[src/rtl/alu_muldiv_seq.sv]
// Iterative 32x32 unsigned multiply / 32/32 unsigned divide sequencer.
// Borrows the shared execute-stage ALU one step per granted cycle.
// Multiply: shift-add over a 65-bit {carry,hi,lo} accumulator.
// Divide: restoring division, where each step is one ALU subtract.
module alu_muldiv_seq #(
   parameter logic [31:0] DIVZERO_Q = 32'hFFFFFFFF,
   parameter int unsigned ITERS     = 32
) (
   input  logic        clk,
   input  logic        rst_n,
   input  logic        start_valid,
   output logic        start_ready,
   input  logic        start_op,
   input  logic [31:0] start_a,
   input  logic [31:0] start_b,
   output logic        res_valid,
   input  logic        res_ready,
   output logic [31:0] res_hi,
   output logic [31:0] res_lo,
   output logic        res_dz,
   output logic        alu_req,
   input  logic        alu_gnt,
   output logic [3:0]  alu_op,
   output logic [31:0] alu_a,
   output logic [31:0] alu_b,
   output logic        alu_cin,
   input  logic [31:0] alu_y,
   input  logic [3:0]  alu_flags
);

   localparam int unsigned W  = 32;
   localparam int unsigned CW = 6;

   localparam logic [1:0] S_IDLE = 2'd0;
   localparam logic [1:0] S_CALC = 2'd1;
   localparam logic [1:0] S_DONE = 2'd2;

   localparam logic [3:0] OP_ADD = 4'b0000;
   localparam logic [3:0] OP_SUB = 4'b0010;

   // acc: product high half / partial remainder
   // sh : multiplier being shifted out / quotient being shifted in
   // opnd: multiplicand / divisor
   logic [1:0]    state_q, state_d;
   logic [CW-1:0] cnt_q, cnt_d;
   logic          op_q, op_d;
   logic [W-1:0]  acc_q, acc_d;
   logic [W-1:0]  sh_q, sh_d;
   logic [W-1:0]  opnd_q, opnd_d;
   logic [W-1:0]  res_hi_q, res_hi_d;
   logic [W-1:0]  res_lo_q, res_lo_d;
   logic          res_dz_q, res_dz_d;
   logic          start_ready_q, start_ready_d;
   logic          res_valid_q, res_valid_d;
   logic          alu_req_q, alu_req_d;
   logic [3:0]    alu_op_q, alu_op_d;
   logic [W-1:0]  alu_a_q, alu_a_d;
   logic [W-1:0]  alu_b_q, alu_b_d;

   logic          carry;
   logic [W-1:0]  div_t;
   logic          unused_flags;

   assign carry        = alu_flags[1];
   assign div_t        = {acc_q[W-2:0], sh_q[W-1]};
   assign unused_flags = ^{alu_flags[3:2], alu_flags[0]};

   // Next-state, datapath and registered-output computation
   always_comb begin
      state_d  = state_q;
      cnt_d    = cnt_q;
      op_d     = op_q;
      acc_d    = acc_q;
      sh_d     = sh_q;
      opnd_d   = opnd_q;
      res_hi_d = res_hi_q;
      res_lo_d = res_lo_q;
      res_dz_d = res_dz_q;

      case (state_q)
         S_IDLE: begin
            if (start_valid) begin
               op_d     = start_op;
               res_dz_d = 1'b0;
               if (start_op && (start_b == '0)) begin
                  state_d  = S_DONE;
                  res_lo_d = DIVZERO_Q;
                  res_hi_d = start_a;
                  res_dz_d = 1'b1;
               end else begin
                  state_d = S_CALC;
                  cnt_d   = '0;
                  acc_d   = '0;
                  sh_d    = start_op ? start_a : start_b;
                  opnd_d  = start_op ? start_b : start_a;
               end
            end
         end
         S_CALC: begin
            if (alu_gnt) begin
               if (op_q) begin
                  // Subtract succeeds when the 33-bit trial value >= divisor
                  if (acc_q[W-1] || !carry) begin
                     acc_d = alu_y;
                     sh_d  = {sh_q[W-2:0], 1'b1};
                  end else begin
                     acc_d = div_t;
                     sh_d  = {sh_q[W-2:0], 1'b0};
                  end
               end else begin
                  acc_d = {carry, alu_y[W-1:1]};
                  sh_d  = {alu_y[0], sh_q[W-1:1]};
               end
               cnt_d = cnt_q + CW'(1);
               if (cnt_q == CW'(ITERS - 1)) begin
                  state_d  = S_DONE;
                  res_hi_d = acc_d;
                  res_lo_d = sh_d;
               end
            end
         end
         S_DONE: begin
            if (res_ready) begin
               state_d = S_IDLE;
            end
         end
         default: begin
            state_d = S_IDLE;
         end
      endcase

      start_ready_d = (state_d == S_IDLE);
      res_valid_d   = (state_d == S_DONE);
      alu_req_d     = (state_d == S_CALC);
      alu_op_d      = '0;
      alu_a_d       = '0;
      alu_b_d       = '0;
      // ALU operands are registered from the next datapath state, so they
      // always match the registers the next granted edge will update.
      if (state_d == S_CALC) begin
         if (op_d) begin
            alu_op_d = OP_SUB;
            alu_a_d  = {acc_d[W-2:0], sh_d[W-1]};
            alu_b_d  = opnd_d;
         end else begin
            alu_op_d = OP_ADD;
            alu_a_d  = acc_d;
            alu_b_d  = sh_d[0] ? opnd_d : '0;
         end
      end
   end

   // State and output registers
   always_ff @(posedge clk or negedge rst_n) begin
      if (!rst_n) begin
         state_q       <= S_IDLE;
         cnt_q         <= '0;
         op_q          <= 1'b0;
         acc_q         <= '0;
         sh_q          <= '0;
         opnd_q        <= '0;
         res_hi_q      <= '0;
         res_lo_q      <= '0;
         res_dz_q      <= 1'b0;
         start_ready_q <= 1'b1;
         res_valid_q   <= 1'b0;
         alu_req_q     <= 1'b0;
         alu_op_q      <= '0;
         alu_a_q       <= '0;
         alu_b_q       <= '0;
      end else begin
         state_q       <= state_d;
         cnt_q         <= cnt_d;
         op_q          <= op_d;
         acc_q         <= acc_d;
         sh_q          <= sh_d;
         opnd_q        <= opnd_d;
         res_hi_q      <= res_hi_d;
         res_lo_q      <= res_lo_d;
         res_dz_q      <= res_dz_d;
         start_ready_q <= start_ready_d;
         res_valid_q   <= res_valid_d;
         alu_req_q     <= alu_req_d;
         alu_op_q      <= alu_op_d;
         alu_a_q       <= alu_a_d;
         alu_b_q       <= alu_b_d;
      end
   end

   assign start_ready = start_ready_q;
   assign res_valid   = res_valid_q;
   assign res_hi      = res_hi_q;
   assign res_lo      = res_lo_q;
   assign res_dz      = res_dz_q;
   assign alu_req     = alu_req_q;
   assign alu_op      = alu_op_q;
   assign alu_a       = alu_a_q;
   assign alu_b       = alu_b_q;
   assign alu_cin     = 1'b0;

endmodule

[config.mk]
export PLATFORM = sky130hd
export DESIGN_NAME = alu_muldiv_seq
export DESIGN_NICKNAME = d
export VERILOG_FILES = /design/src/rtl/alu_muldiv_seq.sv
export SDC_FILE = /design/constraint.sdc
export NUM_CORES = 1
export LEC_CHECK = 0
export CORE_UTILIZATION = 40
export DETAILED_ROUTE_END_ITERATION = 6
export GPL_ROUTABILITY_DRIVEN = 1
export GPL_TIMING_DRIVEN = 0
export PLACE_DENSITY = 0.68
export SLEW_MARGIN = 20
export SYNTH_ARGS = -nofsm -noshare
export SYNTH_HDL_FRONTEND = slang
export SYNTH_SLANG_ARGS = --single-unit
[constraint.sdc]
create_clock -name clk -period 2.4 [get_ports clk]
set_clock_uncertainty 0.15 [all_clocks]
set_input_delay 0.6 -clock clk [delete_from_list [all_inputs] [get_ports clk]]
set_output_delay 0.6 -clock clk [all_outputs]
set_load 0.03 [all_outputs]
==> impl_results.md <==
- Routed Antenna Nets: 0
- Post-synth EDFFs: 0
- Reg2Reg Depth: 9
- Switching share of power: 37.3%
- Yosys reg bits: between 200 and 250
- Combinational Power Share: 40.5%
- Worst setup path start: start_b[7]
- Status: finished clean
- CP arrival: between 2 and 3 ns
- Number of clock buffers inserted by TritonCTS: 26
- Largest net degree at the start of global routing: 96
- 1st-iter DRT viols: 711
- RSZ-0062 raised after global routing: true
- Buffers & Inverters on Critical Path: 3
- CP max stage delay: 0.37 ns
- RR Startpoint: state_q[1]
- Min-delay src: start_b[4]
- Reg power frac: about a third
- CP delay by family, top: compound AO/OA/AOI/OAI gates
- Power, Total: 17500 uW
- Total Neg Setup Slack: 0 ns
- Via count: ~11000
- Height of the die: 177 um
- Clock Root Buffer: clkbuf_16
- Post-Syn Area: 12300 sq um
- Layout cells sized above 1: 24.3%
- DRT Pass-1 Iters: 7
- Ratio of final minimum period to clock period: 99.1%
- Clock Sink Count: roughly 240
- Post-route DRC: 0
- GR Overflow Total: 0
- I/O pin count: around 240
- GRT Overall Usage: 25.3%
- Synth Flop Type: dfrtp_1
- Hold Path Class: in2reg
- Initial antenna violation count: 6
- Worst path cell trace: dlygate4sd2_1, nor4_4, nand2_2, o31a_1, a22oi_2, inv_4, buf_6, a22o_1
- Routed WL: 40800 um
- Final hold vios: 0
- CTS tree: built
- Filler cell count: between 2000 and 3000
- Mapped Avg Cell Area: about 11 sq um
- Chip width: 177 um
- Placed insts: 1786
- Clk_lat worst skew: between 0.5 and 0.6 ns
- Worst-margin pin slew: 0.664 ns
- Fin nets: between 1500 and 2000
- Internal power: 11000 uW
- Async SR Flop Fraction: 100%
- First-pass GRT wire length: roughly 60000 um
- Startpoint class of the critical path: primary input
- Initial Util: between 40 and 50%
- Hold Path Depth: 3
- Row count: 63
- Routability Congestion: around 0.89
- Routed vias/inst: about 5.6
- Setup crit end kind: flop
- Setup violators final: 0
- Die Area: 31300 sq um
- Sequential element share of the synthesized area: around half
- Peak VDD IR: 0.589 mV
- Register clock-pin slew on the reported worst setup and hold paths: 0.06 ns
- Pwr dens: 1040 nW/um^2
- # port buffers: 235
- Peak Freq: 420 MHz
- Crit-path max FO: 7
- Final min period: roughly 2.4 ns
- Max-slew violation count: 0
- Gate Count Post-Synth: 1156
- CORE AREA: 29900 sq um
- Count of cell types in the netlist: 57
- WL per Instance: 21.8 um
- Kind of critical path: in2reg
- Rel. slew slack: 55.7%
- Placed wire-length estimate: approximately 30000 um
- CP max-delay cell: o31a_1
- Yosys synthesis warning count: 0
- Switching Power: 6530 uW
- Area Overhead vs Synth: 37.2%
- Vias in the first global route: 10494
- Stages on the worst setup path: 8
- Clk buf depth: 3
- # Max-Cap Violations: 0
- Lkg Pwr: roughly 0.0078 uW
- H-tree levels: 1
- Clock power frac: 25.9%
- Data required, critical path: 2.66 ns
- Post-route insts no fill: 1874
[routing by layer]
layer  GRT usage (%)  routed length [um]  vias up  share of wire (%)
li1                -                   -     4804                  -
met3            4.45                2790       67                6.8
met4            7.79                1090        6                2.7
met2            41.1               19300      441                 47
met5               0                  38        -              0.093
met1            34.3               17600     5269                 43
[Yosys cell counts (all sizes together) (9+ instances only)]
library cell / number / area (sq um)
o21ai: 38 / 190
clkbuf: 66 / 248
a22o: 34 / 298
inv: 33 / 124
buf: 35 / 245
o211ai: 22 / 165
dfrtp: 237 / 5930
a31oi: 50 / 688
mux2: 97 / 1090
nor4: 9 / 62.6
or2: 24 / 150
nand3b: 24 / 180
a21oi: 38 / 190
mux2i: 65 / 651
nand2: 214 / 803
nand3: 28 / 140
o221ai: 35 / 307
nor2: 16 / 60.1
a22oi: 33 / 253
[worst min-delay path: stages]
cell and delay (ns):
buf_2 0.12, mux2i_1 0.09, o221ai_1 0.15
[kinds of logic (layout without fill, tap and decap cells)]
kind of cell / after synthesis / in the layout / share of synthesized area (%)
buf+inv: 134 / 455 / 5.04
compound gates: 279 / 279 / 19.1
mux: 162 / 162 / 14.2
flops: 238 / 238 / 48.6
other cells: 1 / 8 / 0.0306
simple gates: 341 / 341 / 12.9
fa+ha+maj: 1 / 1 / 0.102
[sequential cells by signal, indices dropped and copies added (netlist names), 2 cells and up]
register	flops
alu_a	32
sh_q	32
opnd_q	32
res_lo	32
state_q	2
cnt_q	6
alu_b	32
res_hi	32
acc_q	32
[through the flow]
stage          hold WS (ns)  cell area [sq um]  worst slack [ns]  utilization [%]
3_3_place_gp          0.308              15200             -9.79             50.7
3_5_place_dp          0.316              15200             -1.38             51.0
5_1_grt               0.316              16800           -0.0431             56.3
6_report              0.320              16800            0.0207             56.3
2_1_floorplan         0.154              12300           -0.0408                -
4_1_cts               0.299              16500           0.00306             55.3
[final cells by class]
cell class | count | area [sq um] | area share (%)
antenna | 4 | 10.0 | 0.0595
buffer | 100 | 666 | 3.96
clock buffer | 35 | 776 | 4.61
clock inverter | 13 | 208 | 1.24
inverter | 33 | 126 | 0.752
multi-input combinational | 787 | 5900 | 35.1
sequential | 238 | 5960 | 35.4
tap | 390 | 488 | 2.90
timing repair buffer | 274 | 2680 | 16.0
[power by group through the flow]
stage	Clock [uW]	Combinational (uW)	Sequential, uW
2_1_floorplan	0	3500	6690
3_3_place_gp	0	6660	5900
3_5_place_dp	0	6740	5890
4_1_cts	4600	6940	5860
5_1_grt	4760	7550	6000
6_report	4540	7090	5880
[worst paths after layout]
kind | endpoint | slack (ns)
worst min-delay path | sh_q[4] | 0.32
worst min register to register | opnd_q[25] | 0.33
worst max register to register | res_hi[15] | 0.06
max in group asynchronous | alu_b[25] | 0.85
worst max-delay path | alu_a[3] | 0.02
min in group asynchronous | alu_a[25] | 0.43
[cell usage in the layout, fill, tap and decap left out, types with 22 or more instances in the layout]
master / n
buf_4: 39
a22oi_1: 32
nand3_1: 27
clkbuf_16: 28
mux2i_1: 65
o211ai_1: 22
dfrtp_1: 237
nand3b_1: 24
a31oi_1: 25
a21oi_1: 37
clkdlybuf4s50_1: 196
or2_2: 23
a22o_1: 34
inv_1: 32
o21ai_0: 38
nand2_1: 213
mux2_2: 97
o221ai_1: 31
clkbuf_2: 38
a31oi_4: 25
[timing repair]
action | 4_1_cts | 5_1_grt
gates cloned | 1 | 3
setup endpoints to repair | 239 | 196
gates resized for setup | 145 | 64
buffers inserted | 12 | 20
pin swaps | 16 | 18
endpoints found under the hold margin | 53 | 0
hold buffers | 1 | 0
(Power assumes the default switching activity.)
